File: src/rtl/quad_decoder.sv
// Quadrature A/B decoder: 2-FF synchroniser, hold-time glitch filter, Gray-step decode
// into a one-cycle count strobe with direction, plus illegal double-step flagging.
module quad_decoder #(
  parameter int FILT_LEN = 3,
  parameter int RES      = 4
) (
  input  logic clk_i,
  input  logic rst_i,
  input  logic a_i,
  input  logic b_i,
  input  logic ena_i,
  input  logic clr_err_i,
  output logic en_o,
  output logic updn_o,
  output logic err_o,
  output logic err_sticky_o
);

  localparam int CW = $clog2(FILT_LEN + 1);
  localparam int TW = $clog2(FILT_LEN + 2);

  logic [1:0]    sync1_q, s_ab_q, s_prev_q;
  logic [1:0]    f_ab_q, f_ab_d, f_prev_q;
  logic [CW-1:0] cnt_q, cnt_d;
  logic [TW-1:0] tmr_q, tmr_d;
  logic          init_q, init_d;
  logic          en_q, en_d, updn_q, updn_d, err_q, err_d, sticky_q, sticky_d;
  logic          step_ev;
  logic [1:0]    step_d;

  // Position along the up sequence 00 -> 10 -> 11 -> 01
  function automatic logic [1:0] gray_pos(input logic [1:0] ab);
    case (ab)
      2'b00:   gray_pos = 2'd0;
      2'b10:   gray_pos = 2'd1;
      2'b11:   gray_pos = 2'd2;
      default: gray_pos = 2'd3;
    endcase
  endfunction

  function automatic logic res_pass(input logic [1:0] ab_new);
    if (RES == 4)      res_pass = 1'b1;
    else if (RES == 2) res_pass = (ab_new == 2'b00) || (ab_new == 2'b11);
    else               res_pass = (ab_new == 2'b00);
  endfunction

  // Filter: count consecutive cycles a differing synchronised value has held
  always_comb begin
    f_ab_d = f_ab_q;
    if (s_ab_q == f_ab_q)      cnt_d = '0;
    else if (s_ab_q != s_prev_q) cnt_d = CW'(1);
    else                       cnt_d = cnt_q + CW'(1);
    if ((s_ab_q != f_ab_q) && (cnt_d == CW'(FILT_LEN))) begin
      f_ab_d = s_ab_q;
      cnt_d  = '0;
    end
  end

  assign step_ev = (f_ab_q != f_prev_q);
  assign step_d  = gray_pos(f_ab_q) - gray_pos(f_prev_q);

  always_comb begin
    en_d   = 1'b0;
    err_d  = 1'b0;
    updn_d = updn_q;
    init_d = init_q;
    tmr_d  = (tmr_q == '0) ? '0 : tmr_q - TW'(1);
    if (step_ev) begin
      if (init_q) begin
        init_d = 1'b0;
      end else if (step_d == 2'd2) begin
        err_d = ena_i;
      end else if (ena_i && res_pass(f_ab_q)) begin
        en_d   = 1'b1;
        updn_d = (step_d == 2'd3);
      end
    end else if (init_q && (tmr_q == '0) && (s_ab_q == f_ab_q)) begin
      // Input settled at 00 since reset: nothing to adopt
      init_d = 1'b0;
    end
    sticky_d = err_d | (sticky_q & ~clr_err_i);
  end

  always_ff @(posedge clk_i or posedge rst_i) begin
    if (rst_i) begin
      sync1_q  <= 2'b00;
      s_ab_q   <= 2'b00;
      s_prev_q <= 2'b00;
      cnt_q    <= '0;
      f_ab_q   <= 2'b00;
      f_prev_q <= 2'b00;
      tmr_q    <= TW'(FILT_LEN + 1);
      init_q   <= 1'b1;
      en_q     <= 1'b0;
      updn_q   <= 1'b0;
      err_q    <= 1'b0;
      sticky_q <= 1'b0;
    end else begin
      sync1_q  <= {a_i, b_i};
      s_ab_q   <= sync1_q;
      s_prev_q <= s_ab_q;
      cnt_q    <= cnt_d;
      f_ab_q   <= f_ab_d;
      f_prev_q <= f_ab_q;
      tmr_q    <= tmr_d;
      init_q   <= init_d;
      en_q     <= en_d;
      updn_q   <= updn_d;
      err_q    <= err_d;
      sticky_q <= sticky_d;
    end
  end

  assign en_o         = en_q;
  assign updn_o       = updn_q;
  assign err_o        = err_q;
  assign err_sticky_o = sticky_q;

endmodule

File: config.mk
export PLATFORM = sky130hd
export DESIGN_NAME = quad_decoder
export DESIGN_NICKNAME = d
export VERILOG_FILES = /design/src/rtl/quad_decoder.sv
export SDC_FILE = /design/constraint.sdc
export NUM_CORES = 1
export LEC_CHECK = 0
export CAP_MARGIN = 10
export CORE_MARGIN = 8
export CORE_UTILIZATION = 55
export CTS_CLUSTER_DIAMETER = 80
export DETAILED_ROUTE_END_ITERATION = 8
export PLACE_DENSITY = 0.79
export SYNTH_ARGS = -nofsm -noshare
export SYNTH_HDL_FRONTEND = slang
export SYNTH_SLANG_ARGS = --single-unit
File: constraint.sdc
create_clock -name clk_i -period 4.3 [get_ports clk_i]
set_input_delay 0.86 -clock clk_i [delete_from_list [all_inputs] [get_ports clk_i]]
set_output_delay 0.86 -clock clk_i [all_outputs]
set_load 0.01 [all_outputs]
==> impl_metrics.csv, run 1 <==
group,metric,value,unit
setup_path,cp-start-kind,"flip-flop",
floorplan,num_rows,14,
detailed_routing,met1_length,562,µm
setup_path,ff2ff_setup_slack,2.73,ns
setup_path,crit_cells,1,
synth,synth_edf_count,0,
synth,yosysSeqAreaShare,58.7,%
setup_path,path_max_fanout,2,
placement,dpl.hpwl,959,µm
setup_path,max_stage_delay,0.54,ns
clock_network,cts.path.max_buffers,2,
cells_and_area,stdcell_count,94,
setup_path,reg2reg_from,"f_ab_q[1]",
clock_network,cts-root-buf,"clkbuf_4",
clock_network,cts_tree,"yes",
floorplan,die_h,55.5,µm
placement,placed_cells,90,
sta,timing.final.crit_share,47.8,%
setup_path,crit_start,"updn_o",
power,max-vdd-ir-drop,391,µV
cells_and_area,syn_to_final_growth,17.1,%
setup_path,timing.rr.end,"updn_o",
cells_and_area,nNetsFinal,92,
clock_network,cts.clk_slew.worst_paths,0.10,ns
power,power.switching,259,µW
floorplan,ios,10,
cells_and_area,layout_commonest_cell,"dfrtp_1",
sta,max-slew-margin-rel,52.6,%
detailed_routing,drt_pass1_iterations,3,
power,p_comb_share,45.8,%
hold_path,hold_path_class,"reg2reg",
power,p_int,433,µW
cells_and_area,fill_cells,111,
detailed_routing,ant_nets,0,
cells_and_area,layout_common_cells,"dfrtp_1 (18), clkdlybuf4s50_1 (9), inv_1 (8), ha_1 (7)",
synth,avgSynthCellArea,13.2,µm²
sta,drv_slew,0,
setup_path,required,3.44,ns
floorplan,die_w,55.5,µm
placement,io_buffers,9,
cells_and_area,drive_gt1_share,15.4,%
detailed_routing,wl_met2,624,µm
synth,synth_ff_type,"dfrtp_1",
power,power_density,689,mW/mm²
power,clock_power_share,15.1,%
cells_and_area,num_antenna_cells,0,
detailed_routing,via_per_inst,5.09,
global_routing,antenna_found_initial,0,
global_routing,globalRouteTotalUtil,9.42,%
sta,tightest_slew,0.710,ns
clock_network,cts.sinks,20,
sta,fin_skew,0.00436,ns
synth,synth_cell_types,23,
power,switching_share,37.5,%
outcome,status,"finished clean",
synth,ys_ff_latch,20,
synth,synth_cells,65,
global_routing,first_global_vias,528,
power,seq_power_share,39.1,%
setup_path,path_delay_family,"buffers and inverters",
placement,place.gp.congestion,0.739,
setup_path,slowest_stage,"clkdlybuf4s50_1",
sta,final.min_clock_period,2.06,ns
detailed_routing,drc,0,
clock_network,hold_buffers,0,
setup_path,crit_buf_inv,1,
clock_network,clk_latency,0.29,ns
run,drv_cap,0,
sta,final_hold_viol_count,0,
clock_network,post_cts_buffers,0,
clock_network,cts_buffers,3,
clock_network,postCtsResizedCells,0,
synth,yosys_warnings,0,
sta,tns,0,ns
synth,synth-async-reset-ratio,100,%
setup_path,path_class,"reg2out",
floorplan,core,0.00149,mm²
detailed_routing,routed_wl,1250,µm
setup_path,endpoint,"updn_o",
sta,fmax,486,MHz
clock_network,htreeDepth,1,
synth,netlist_area,857,µm²
detailed_routing,wl_per_cell,13.3,µm
global_routing,grt_max_degree,21,
synth,synth_nets,78,
floorplan,initial_utilization,57.6,%
detailed_routing,top_layer_used,"met4",
detailed_routing,route.met3.wl,24,µm
global_routing,grt_pass1_wl,2330,µm
sta,rsz0062_at_grt,"no",
global_routing,overflow,0,
sta,finalSetupViolations,0,
setup_path,end_kind,"primary output",
floorplan,die-area,0.00308,mm²
detailed_routing,vias,478,
setup_path,cp_cell_sequence,"clkdlybuf4s50_1",
setup_path,crit_arrival,1.20,ns
setup_path,r2r_cells,5,
power,finalPower,692,µW
power,p_leak,0.466,nW
detailed_routing,initialDrtViolationCount,4,
cell usage after synthesis, types with 2 or more instances:
cell | number | area (µm²)
inv_1 | 8 | 30.0
dfstp_2 | 2 | 52.6
nor2_1 | 5 | 18.8
xor2_1 | 2 | 17.5
nand2_1 | 2 | 7.51
xnor2_1 | 5 | 43.8
ha_1 | 7 | 87.6
dfrtp_1 | 18 | 450
mux2_1 | 2 | 22.5
logic make-up after synthesis:
family          after synthesis  synth area share [%]
fa+ha+maj                     7                  10.2
mux                           2                  2.63
simple gates                 12                  7.45
xor+xnor                      8                  10.4
buf+inv                       9                  3.94
compound gates                7                  6.72
flops                        20                  58.7
layout make-up:
class | instances | area, µm² | share of cell area [%]
Timing Repair Buffer | 9 | 90.1 | 8.98
Multi-Input combinational cell | 36 | 320 | 31.9
Clock buffer | 4 | 36.3 | 3.62
Tap cell | 16 | 20.0 | 2.00
Inverter | 9 | 33.8 | 3.37
Sequential cell | 20 | 503 | 50.1
how the worst min path moves through the flow:
stage / end / startpoint / slack [ns] / depth (start not counted)
floorplan: s_ab_q[0] / sync1_q[0] / 0.33 / 0
CTS: s_ab_q[0] / sync1_q[0] / 0.37 / 0
finish: s_ab_q[0] / sync1_q[0] / 0.36 / 0
global placement: s_ab_q[0] / sync1_q[0] / 0.33 / 0
global route: s_ab_q[1] / sync1_q[1] / 0.37 / 0
detailed placement: s_ab_q[0] / sync1_q[0] / 0.34 / 0
sequential cells by signal (all words and copies together) (netlist names):
signal / cells
s_prev_q: 2
f_ab_q: 2
s_ab_q: 2
init_q: 1
f_prev_q: 2
err_o: 1
sync1_q: 2
tmr_q: 3
updn_o: 1
en_o: 1
cnt_q: 2
err_sticky_o: 1
power by group through the flow:
stage | registers [mW] | clock network [mW] | logic [mW]
after CTS | 0.269 | 0.106 | 0.322
after global placement | 0.270 | 0 | 0.311
after floorplan | 0.270 | 0 | 0.245
after global routing | 0.275 | 0.115 | 0.358
final | 0.270 | 0.105 | 0.317
after detailed placement | 0.273 | 0 | 0.320
through the flow:
step,instance area [µm²],hold WS [ns],setup slack (ns),utilization [%]
global placement,967,0.331,2.31,65.0
finish,1000,0.357,2.24,67.4
global route,1000,0.375,2.19,67.4
floorplan,857,0.331,2.80,-
detailed placement,967,0.345,2.28,65.0
CTS,1000,0.370,2.22,67.4
layer usage:
layer,vias up,GRT usage [%]
met1,231,10.9
li1,237,-
met4,0,7.39
met5,-,0
met2,6,14.6
met3,4,2.05
(Power assumes the default switching activity.)
==> run 2: changes to the inputs <==
--- a/config.mk
+++ b/config.mk
@@ -7,10 +7,10 @@
 export LEC_CHECK = 0
 export CAP_MARGIN = 10
 export CORE_MARGIN = 8
-export CORE_UTILIZATION = 55
+export CORE_UTILIZATION = 52
 export CTS_CLUSTER_DIAMETER = 80
 export DETAILED_ROUTE_END_ITERATION = 8
-export PLACE_DENSITY = 0.79
+export PLACE_DENSITY = 0.75
 export SYNTH_ARGS = -nofsm -noshare
 export SYNTH_HDL_FRONTEND = slang
 export SYNTH_SLANG_ARGS = --single-unit
==> constraint.sdc (replaced) <==
create_clock -name clk_i -period 2.1 [get_ports clk_i]
set_input_delay 0.42 -clock clk_i [delete_from_list [all_inputs] [get_ports clk_i]]
set_output_delay 0.42 -clock clk_i [all_outputs]
set_load 0.01 [all_outputs]
==> run 2 against run 1 <==
  * Sequential power rose by 100%
  * Highest routed layer unchanged
  * Routed wire length fell by 0.96%
  * Die area rose by 4.1%
  * Critical path type unchanged
  * Final cell count rose by 1.1%
  * Setup slack got worse by 1.8 ns
==> impl_metrics.csv, run 2 (same netlist as run 1, synthesis figures left out) <==
group,metric,value,unit
setup_path,end_kind,"primary output",
floorplan,die-area,0.00320,mm²
power,clock_power_share,13.3,%
cells_and_area,largest_reg_flops,3,
global_routing,globalRouteTotalUtil,9.06,%
setup_path,crit_cells,1,
cells_and_area,layout_common_cells,"dfrtp_1 (18), clkdlybuf4s50_1 (9), inv_1 (8), ha_1 (7)",
global_routing,grt_use_met1,9.68,%
global_routing,use_met3,3.15,%
clock_network,cts_buffers,3,
setup_path,crit_arrival,1.20,ns
power,p_leak,0.465,nW
clock_network,cts.path.max_buffers,2,
floorplan,die_w,56.6,µm
power,p_comb_share,46.5,%
power,power_density,1370,mW/mm²
detailed_routing,wl_per_cell,13.1,µm
run,drv_cap,0,
setup_path,ff2ff_setup_slack,0.56,ns
cells_and_area,drive_gt1_share,15.2,%
clock_network,clk_latency,0.30,ns
sta,fmax,617,MHz
floorplan,core,0.00152,mm²
sta,timing.final.crit_share,77.2,%
clock_network,cts.clk_slew.worst_paths,0.10,ns
sta,rsz0062_at_grt,"no",
setup_path,cp_cell_sequence,"clkdlybuf4s50_1",
cells_and_area,layout_commonest_cell,"dfrtp_1",
power,switching_share,37.7,%
sta,final_hold_viol_count,0,
detailed_routing,initialDrtViolationCount,6,
sta,drv_slew,0,
setup_path,r2r_cells,5,
cells_and_area,num_antenna_cells,0,
global_routing,met2_usage,14.1,%
clock_network,htreeDepth,1,
outcome,status,"finished clean",
detailed_routing,vias,463,
sta,fin_skew,0.00237,ns
sta,tightest_slew,0.254,ns
setup_path,path_class,"reg2out",
floorplan,ios,10,
sta,max-slew-margin-rel,82.8,%
clock_network,hold_buffers,0,
setup_path,slowest_stage,"clkdlybuf4s50_1",
detailed_routing,routed_wl,1240,µm
floorplan,num_rows,14,
hold_path,hold_path_class,"in2async",
cells_and_area,utilization,65.7,%
sta,tns,0,ns
clock_network,cts_tree,"yes",
sta,finalSetupViolations,0,
power,max-vdd-ir-drop,768,µV
setup_path,required,1.68,ns
global_routing,overflow,0,
cells_and_area,nNetsFinal,93,
clock_network,cts-root-buf,"clkbuf_4",
floorplan,initial_utilization,56.2,%
setup_path,crit_buf_inv,1,
clock_network,postCtsResizedCells,0,
placement,dpl.hpwl,975,µm
clock_network,post_cts_buffers,0,
floorplan,die_h,56.6,µm
clock_network,cts.sinks,20,
power,p_int,855,µW
setup_path,path_delay_family,"buffers and inverters",
placement,io_buffers,9,
global_routing,grt-busiest-layer,"met2",
placement,place.gp.congestion,0.724,
global_routing,antenna_found_initial,0,
global_routing,grt_max_degree,15,
sta,final.min_clock_period,1.62,ns
setup_path,max_stage_delay,0.55,ns
detailed_routing,drc,0,
power,power.switching,516,µW
cells_and_area,syn_to_final_growth,16.8,%
global_routing,first_global_vias,523,
detailed_routing,ant_nets,0,
detailed_routing,drt_pass1_iterations,4,
power,seq_power_share,40.2,%
global_routing,grt_pass1_wl,2240,µm
setup_path,path_max_fanout,2,
detailed_routing,via_per_inst,4.87,
setup_path,cp-start-kind,"flip-flop",
cells_and_area,regMostFlops,"tmr_q",
==> run 2: cell count changes in the layout (fill, tap and decap cells not counted) <==
cell,previous run,this run
buf_4,0,1
clkbuf_1,0,1
clkbuf_8,1,0
==> run 2: power by group through the flow <==
stage / Sequential [mW] / Clock (mW) / Combinational [mW]
6_report: 0.551 / 0.182 / 0.638
3_5_place_dp: 0.560 / 0 / 0.645
5_1_grt: 0.566 / 0.206 / 0.710
4_1_cts: 0.552 / 0.188 / 0.652
2_1_floorplan: 0.553 / 0 / 0.502
3_3_place_gp: 0.555 / 0 / 0.636
==> run 2: final timing paths <==
check | end | from
worst max-delay path | updn_o | updn_o
max in group asynchronous | s_ab_q[1] | rst_i
worst max register to register | updn_o | f_ab_q[1]
worst min register to register | s_ab_q[0] | sync1_q[0]
worst min-delay path | tmr_q[0] | rst_i
min in group clk_i | s_ab_q[0] | sync1_q[0]
==> run 2: layout make-up <==
class | instances | area (µm²)
Clock buffer | 4 | 26.3
Multi-Input combinational cell | 36 | 320
Inverter | 9 | 33.8
Sequential cell | 20 | 503
Fill cell | 109 | 523
Timing Repair Buffer | 10 | 97.6
Tap cell | 16 | 20.0
==> run 2: through the flow <==
| stage | hold slack (ns) | std cells | total power, mW | area (µm²) | setup slack (ns) |
|---|---|---|---|---|---|
| after floorplan | 0.331 | 65 | 1.05 | 857 | 0.671 |
| after global placement | 0.334 | 91 | 1.19 | 975 | 0.553 |
| after detailed placement | 0.336 | 91 | 1.20 | 975 | 0.527 |
| after CTS | 0.326 | 95 | 1.39 | 1000 | 0.459 |
| after global routing | 0.362 | 95 | 1.48 | 1000 | 0.430 |
| final | 0.325 | 95 | 1.37 | 1000 | 0.478 |
==> run 2: routing by layer <==
metal / up-vias / wire length [µm]
li1: 236 / -
met1: 215 / 592
met2: 8 / 556
met3: 4 / 50
met4: 0 / 43
met5: - / 0
